## config.mk

```make
export PLATFORM = sky130hd
export DESIGN_NAME = spike_rate_encoder
export DESIGN_NICKNAME = d
export VERILOG_FILES = /design/src/rtl/spike_rate_encoder.sv
export SDC_FILE = /design/constraint.sdc
export NUM_CORES = 1
export LEC_CHECK = 0
export BUFFER_PORTS_ARGS = -buffer_cell sky130_fd_sc_hd__buf_2
export CAP_MARGIN = 40
export CELL_PAD_IN_SITES_DETAIL_PLACEMENT = 1
export CELL_PAD_IN_SITES_GLOBAL_PLACEMENT = 1
export CORE_MARGIN = 8
export CORE_UTILIZATION = 40
export CTS_BUF_LIST = sky130_fd_sc_hd__clkbuf_4
export CTS_CLUSTER_SIZE = 20
export DETAILED_ROUTE_END_ITERATION = 10
export PLACE_DENSITY_LB_ADDON = 0.1
export SLEW_MARGIN = 20
export SYNTH_ARGS = -nofsm -noshare
export SYNTH_HDL_FRONTEND = slang
export SYNTH_SLANG_ARGS = --single-unit
```

## constraint.sdc

```tcl
create_clock -name clk -period 1.5 [get_ports clk]
set_input_delay 0 -clock clk [delete_from_list [all_inputs] [get_ports clk]]
set_output_delay 0 -clock clk [all_outputs]
set_load 0.1 [all_outputs]
```

## src/rtl/spike_rate_encoder.sv

```systemverilog
// -----------------------------------------------------------------------------
// spike_rate_encoder
//
// Transmit end of a neuron's spike-input interface. Each channel holds an
// intensity value and, during one encoding window of 2**VALUE_BITS ticks,
// emits a deterministic rate-coded spike train with exactly `value` spikes.
// Every channel is a first-order sigma-delta: a VALUE_BITS-wide phase
// accumulator whose carry-out on each tick is the spike.
//
// Channel values are written one at a time while idle. A start pulse in IDLE
// launches one window. Accumulators clear at every start, so the same values
// always produce the same spike timing.
//
// Ports
//   clk          clock
//   reset        synchronous, active-high reset
//   cfg_valid    request to write one channel value
//   cfg_ready    high only in IDLE; a write happens when cfg_valid && cfg_ready
//   cfg_ch       target channel (indices >= CHANNELS are accepted, then dropped)
//   cfg_value    intensity for that channel
//   start        launch one window (sampled only in IDLE)
//   busy         high in RUN and DONE
//   spikes       registered spike vector, bit i = channel i
//   spike_valid  spikes holds a fresh tick sample
//   done         one-cycle pulse together with the last sample of the window
//   tick_count   ticks completed in the current window (wraps to 0 at the end)
// -----------------------------------------------------------------------------
module spike_rate_encoder #(
  parameter int CHANNELS   = 4,
  parameter int VALUE_BITS = 4
) (
  input  logic                        clk,
  input  logic                        reset,
  input  logic                        cfg_valid,
  output logic                        cfg_ready,
  input  logic [$clog2(CHANNELS)-1:0] cfg_ch,
  input  logic [VALUE_BITS-1:0]       cfg_value,
  input  logic                        start,
  output logic                        busy,
  output logic [CHANNELS-1:0]         spikes,
  output logic                        spike_valid,
  output logic                        done,
  output logic [VALUE_BITS-1:0]       tick_count
);

  localparam int                    WINDOW    = 2 ** VALUE_BITS;
  // tick_count holds the number of completed ticks; seeing WINDOW-1 in RUN
  // means the edge about to happen is the final tick of the window.
  localparam logic [VALUE_BITS-1:0] LAST_TICK = VALUE_BITS'(WINDOW - 1);
  localparam logic [VALUE_BITS-1:0] ONE_TICK  = VALUE_BITS'(1);

  typedef enum logic [1:0] {
    S_IDLE = 2'd0,
    S_RUN  = 2'd1,
    S_DONE = 2'd2
  } state_t;

  state_t state_q;
  state_t state_d;

  logic [VALUE_BITS-1:0] value_q [CHANNELS];
  logic [VALUE_BITS-1:0] acc_q   [CHANNELS];

  // Per-channel accumulator sums, one bit wider than the accumulator so the
  // top bit is the carry (the spike) and the low bits wrap naturally.
  logic [VALUE_BITS:0]   sum     [CHANNELS];
  logic [CHANNELS-1:0]   carry;

  logic cfg_accept;
  logic last_tick;

  // ---------------------------------------------------------------------------
  // Handshake / status outputs are pure decodes of the state.
  // ---------------------------------------------------------------------------
  assign cfg_ready = (state_q == S_IDLE);
  assign busy      = (state_q != S_IDLE);

  // Writes to a channel index that does not exist are acknowledged but have
  // no effect, so the producer never stalls on a bad index.
  assign cfg_accept = cfg_valid && cfg_ready && (int'(cfg_ch) < CHANNELS);

  assign last_tick  = (state_q == S_RUN) && (tick_count == LAST_TICK);

  // ---------------------------------------------------------------------------
  // Phase accumulators: sum = acc + value, carry-out becomes the spike.
  // ---------------------------------------------------------------------------
  // NOTE: combinational blocks use blocking '=' so later statements see the
  // freshly computed value; clocked blocks use '<=' so every register samples
  // the pre-edge values regardless of statement order.
  always_comb begin
    for (int i = 0; i < CHANNELS; i++) begin
      sum[i]   = {1'b0, acc_q[i]} + {1'b0, value_q[i]};
      carry[i] = sum[i][VALUE_BITS];
    end
  end

  // ---------------------------------------------------------------------------
  // FSM: state register
  // ---------------------------------------------------------------------------
  always_ff @(posedge clk) begin
    if (reset) begin
      state_q <= S_IDLE;
    end else begin
      state_q <= state_d;
    end
  end

  // ---------------------------------------------------------------------------
  // FSM: next-state logic
  // ---------------------------------------------------------------------------
  // NOTE: assigning the default before the case guarantees state_d is written
  // on every path, so no latch is inferred for a missing branch.
  always_comb begin
    state_d = state_q;
    unique case (state_q)
      S_IDLE:  if (start)     state_d = S_RUN;
      S_RUN:   if (last_tick) state_d = S_DONE;
      S_DONE:                 state_d = S_IDLE;   // start is ignored here
      default:                state_d = S_IDLE;
    endcase
  end

  // ---------------------------------------------------------------------------
  // Datapath: channel values, accumulators and the registered outputs.
  // ---------------------------------------------------------------------------
  // NOTE: the value array is reset explicitly because programmed values must
  // read as zero after a reset; this keeps it in flops rather than a RAM macro.
  always_ff @(posedge clk) begin
    if (reset) begin
      for (int i = 0; i < CHANNELS; i++) begin
        value_q[i] <= '0;
        acc_q[i]   <= '0;
      end
      spikes      <= '0;
      spike_valid <= 1'b0;
      done        <= 1'b0;
      tick_count  <= '0;
    end else begin
      unique case (state_q)
        S_IDLE: begin
          // A write and a start on the same edge both take effect; the first
          // tick reads value_q one edge later, so it already sees the write.
          if (cfg_accept) begin
            value_q[cfg_ch] <= cfg_value;
          end
          if (start) begin
            for (int i = 0; i < CHANNELS; i++) begin
              acc_q[i] <= '0;
            end
            tick_count <= '0;
          end
          spikes      <= '0;
          spike_valid <= 1'b0;
          done        <= 1'b0;
        end

        S_RUN: begin
          for (int i = 0; i < CHANNELS; i++) begin
            acc_q[i] <= sum[i][VALUE_BITS-1:0];
          end
          spikes      <= carry;
          spike_valid <= 1'b1;
          tick_count  <= tick_count + ONE_TICK;   // wraps to 0 on the last tick
          done        <= last_tick;
        end

        S_DONE: begin
          // Last sample was shown for exactly this one cycle; drop back to
          // an all-quiet output while idle.
          spikes      <= '0;
          spike_valid <= 1'b0;
          done        <= 1'b0;
        end

        default: begin
          spikes      <= '0;
          spike_valid <= 1'b0;
          done        <= 1'b0;
          tick_count  <= '0;
        end
      endcase
    end
  end

endmodule

```

# [Yosys cells after proc, flatten, opt, wreduce, memory -nomap -nowiden]
# Memories as Yosys holds them, arrays and structs flattened.
# Index checks and enable logic that the tools add are counted.
[totals] register_bits=12 latch_bits=0 ram_bits=32 mem_bits_ro=0 in_bits=10 out_inout_bits=12 elab_cells=64 n_memories=2
[memory_table] memory="acc_q" depth=4 width=4 rd=4 rd_ports_with_merged_regs=0 wr=4 line_no="62" text="logic [VALUE_BITS-1:0] acc_q [CHANNELS];"
[memory_table] memory="value_q" depth=4 width=4 rd=4 rd_ports_with_merged_regs=0 wr=4 line_no="61" text="logic [VALUE_BITS-1:0] value_q [CHANNELS];"
[op_classes] addsub=5 multipliers=0 n_div=0 order_cmp=0 eq_ne=5 shifts=0 n_mux=29 n_bitwise=10 n_reduce_logical=8
[op_table] op="4-bit 2-to-1 mux" count=10
[op_table] op="4-bit by 4-bit adder with 5-bit output" count=4
[op_table] op="1-bit 2-to-1 mux" count=14
[op_table] op="4-bit one-hot mux with 3 select lines" count=1
[op_table] op="1-bit OR" count=8
[op_table] op="2-bit 2-to-1 mux" count=3
[op_table] op="4-bit by 1-bit adder with 4-bit output (second input constant)" count=1
[op_table] op="4-bit == test (second input constant)" count=1
[op_table] op="2-bit one-hot mux with 2 select lines" count=1
[op_table] op="2-bit AND reduction" count=2
[op_table] op="4-bit OR reduction" count=1
[op_table] op="2-bit by 1-bit == test with 1-bit output (second input constant)" count=1
[op_table] op="2-bit == test (second input constant)" count=1
[op_table] op="1-bit logical AND" count=2
[op_table] op="2-bit zero test" count=1
[op_table] op="2-bit by 1-bit != test with 1-bit output (second input constant)" count=1
[op_table] op="2-bit != test (second input constant)" count=1
[op_table] op="1-bit NOT" count=2
[op_table] op="2-bit nonzero test" count=1
[op_table] op="2-bit OR reduction" count=1

# [Longest topological paths before layout]
[logic_depth] ltp_word=8 depth_mapped=7 mapped_depth_nobuf=6

# [Worst setup path after synthesis]
# OpenSTA, ideal clock, no wires.
[synth_path] path_kind="register to output" start="register state_q[0]" end="output port busy" arrival_time_ns=2.741 required_time_ns=1.500 slack_ns=-1.241 path_stages_with_launch=4 n_path_buf=1 cell_sequence="dfxtp_1 -> buf_6 -> nor2_1 -> inv_1"
[synth_via] elab_chain_cells=1
[synth_rtl] item="from (decl)" line_no="58" text="state_t state_q;"
[synth_rtl] item="from (signal assigned)" line_no="104" text="state_q <= state_d;"
[synth_rtl] item="2-bit nonzero test" line_no="76" text="assign busy = (state_q != S_IDLE);"
[synth_rtl] item="to (decl)" line_no="39" text="output logic busy,"
# No other way between the ends.

==> flow_summary.json <==
{
  "remaining_drc_errors": 0,
  "finalCritPeriodShare_pct": 105,
  "worst_clock_skew_ps": 6.78,
  "endpoint_kind": "register",
  "layout.cells.non_filler": 308,
  "groute.usage.overall_pct": 12.5,
  "synth_flop_cell": "sky130_fd_sc_hd__edfxtp_1",
  "signed_area_change_from_the_synthesized_netlist_to_the_final_layout_pct": 24.0,
  "drt-total-wl_um": 5060,
  "layout_setup_ws_ps": -77.6,
  "worstSetupStartpointType": "register",
  "wl_met3_um": 188,
  "rsz0062_at_grt": "true",
  "dr_wl_met2_um": 2670,
  "final_common_cell": "sky130_fd_sc_hd__edfxtp_1",
  "finalWeightedCongestion": 0.757,
  "post_synth_main_area_contributors": "sky130_fd_sc_hd__edfxtp_1 38%, sky130_fd_sc_hd__dfxtp_1 14%, sky130_fd_sc_hd__ha_1 9.5%, sky130_fd_sc_hd__and2_1 5.3%, sky130_fd_sc_hd__fa_1 3.6%",
  "cp_cell_sequence": "or4b_4 > nor3b_4 > or2_4",
  "violations": "negative setup slack",
  "asyncSetResetFlopFracSynth_pct": 0,
  "row_count": 27,
  "port-buffer-count": 21,
  "cts_root_buf": "sky130_fd_sc_hd__clkbuf_4",
  "timing.final.setup_violations": 20,
  "first_global_vias": 1754,
  "holdCritPathClass": "input pin to register",
  "synth_sequential_area_ratio_pct": 51.9,
  "maximum_number_of_pins_on_one_net_before_global_route_repair": 19,
  "antennaDiodeCount": 0,
  "drt-wirelength-per-cell_um": 16.4,
  "worst-path-max-fanout": 4,
  "route.antenna.remaining_nets": 0,
  "synth_area_um2": 2240,
  "worst-endpoint-arrival_ps": 1680,
  "max_cap_viol_count": 0,
  "synth_cell_types": 40,
  "vdd_ir_drop_max_v": 0.000512,
  "crit_slowest_cell": "sky130_fd_sc_hd__or4b_4",
  "floorplan.initialDensity_pct": 41.1,
  "first_iter_violations": 44,
  "cp_data_required_time_ps": 1600,
  "synth.ff_latch_count": 44,
  "top_level_ports": 22,
  "htree_levels": 2,
  "post_route_cells_drive_above_1_share_pct": 30.9,
  "insertion_delay_ps": 360,
  "first_pass_drt_iterations": 4,
  "met1_wirelength_um": 2070,
  "achievable-frequency_ghz": 0.634,
  "synth_largest_area_cell": "sky130_fd_sc_hd__edfxtp_1",
  "core_region_area_um2": 5440,
  "netlist.area_leader.share_pct": 37.6,
  "clock_buffers_created_by_tritoncts": 5,
  "static-leakage-power_uw": 0.00118,
  "finalCriticalPeriod_ps": 1580,
  "status": "finished with violations",
  "report.final.hold_viol_count": 0,
  "hpwl_um": 3770,
  "tritoncts": "yes",
  "crit_family": "simple AND/OR/NAND/NOR gates",
  "top_signal_layer_used": "met4",
  "synth_warnings": 0,
  "cp_peak_stage_delay_ps": 580,
  "post-place-ws_ps": -60.4,
  "worst_slew_margin_rel_pct": 67.6,
  "globalRoute.totalOverflow": 0,
  "clk_path_buf_depth": 2,
  "die_h_um": 90.8,
  "final_max_tran_viols": 0,
  "synth.avg_cell_area_um2": 11.5,
  "commonest_cells_after_routing_fill_and_taps_aside": "28 x sky130_fd_sc_hd__edfxtp_1, 20 x sky130_fd_sc_hd__buf_2, 19 x sky130_fd_sc_hd__inv_1, 19 x sky130_fd_sc_hd__and2_1, 13 x sky130_fd_sc_hd__buf_4",
  "synthesis.nets": 226,
  "cp_num_buf_inv": 0,
  "cts.clk_slew.worst_paths_ps": 140,
  "grt_pass1_wl_um": 8240,
  "die_x_um": 90.8,
  "worst_hold_slack_ps": 36.3,
  "final_core_util_pct": 51.0,
  "cellPowerDensity_nw_per_um2": 1050,
  "worst-slew-pin-transition_ps": 490,
  "vias_per_cell": 5.02,
  "timing_worst_setup_path_type": "register to register",
  "clock-sinks": 44,
  "synth_edf_count": 28,
  "number_of_antenna_violations_at_the_first_check_in_global_routing": 0,
  "die_footprint_um2": 8240,
  "place.detailed.instances": 295,
  "netlist_instances": 195,
  "dr_total_vias": 1546,
  "nets": 266
}
what timing repair did:
item                                    in CTS  in global routing
endpoints found under the hold margin       15                  0
endpoints found under the setup margin      22                 35
pin swaps                                    6                  7
buffers inserted                             0                  1
hold buffers                                 4                  0
resized for setup                            4                 19
state kept, by name, summed over array words and instances (netlist names):
name / count
state_q: 2
acc_q: 16
tick_count: 4
spikes: 4
spike_valid: 1
done: 1
value_q: 16
worst paths after layout:
check                             startpoint                     endpoint  slack, ps  depth (start not counted)
hold reg to reg   tick_count[3]$_SDFFE_PP0P_   tick_count[3]$_SDFFE_PP0P_        510                          2
setup reg to reg     state_q[1]$_SDFFE_PP0P_  value_q[2][3]$_SDFFCE_PN0P_        -80                          3
hold / removal                         start     acc_q[2][2]$_SDFFE_PP0P_         40                          3
setup / recovery     state_q[1]$_SDFFE_PP0P_  value_q[2][3]$_SDFFCE_PN0P_        -80                          3
cells in the mapped netlist, drive strengths merged, types with 2 or more instances:
cell,n
nor2,13
a32oi,2
fa,4
a21o,4
nand2b,8
buf,3
and2,19
mux2i,5
xor2,2
or2,3
nand3,3
o21ai,4
nor3b,3
edfxtp,28
a21oi,9
ha,17
nor2b,9
inv,20
clkbuf,2
nor3,4
or4b,2
dfxtp,16
nand2,4
kinds of logic (layout without fill, tap and decap cells):
family	after synthesis	after routing	synth area share [%]
AO/OA/AOI/OAI	26	26	7.55
XOR/XNOR	3	3	1.17
adder cells (fa/ha/maj)	21	21	13.1
buffers and inverters	25	66	4.64
flip-flops	44	44	51.9
multiplexers	5	5	2.24
AND/OR/NAND/NOR	71	71	19.4
metal layers:
layer  vias up  track usage, %
li1        753               -
met1       750            13.4
met2        32            22.5
met3        11            2.74
met4         0            6.14
met5         -               0
report_power, final:
part | switching, uW | internal [uW]
registers | 34.2 | 1360
clock network | 417 | 687
logic | 251 | 164
total | 702 | 2210
final cells by class:
cell class | instances | area (um^2)
clock inverter | 3 | 90.1
timing repair buffer | 38 | 245
fill | 593 | 2670
multi-input combinational | 126 | 1070
clock buffer | 5 | 37.5
inverter | 20 | 77.6
sequential | 44 | 1170
tap | 72 | 90.1
metrics by stage:
step                total power [uW]  setup TNS, ps  instance area (um^2)
floorplan                       1680          -2040                  2260
global placement                1770           -375                  2520
detailed placement              1800           -608                  2520
CTS                             2920          -1130                  2720
global route                    3030          -2100                  2770
finish                          2910           -774                  2770
worst register-to-register path: stages, from the launching register on:
cell and delay [ps]:
sky130_fd_sc_hd__dfxtp_1 340, sky130_fd_sc_hd__or4b_4 580, sky130_fd_sc_hd__nor3b_4 220, sky130_fd_sc_hd__or2_4 180
No activity file was read; power rests on OpenSTA's default activity.
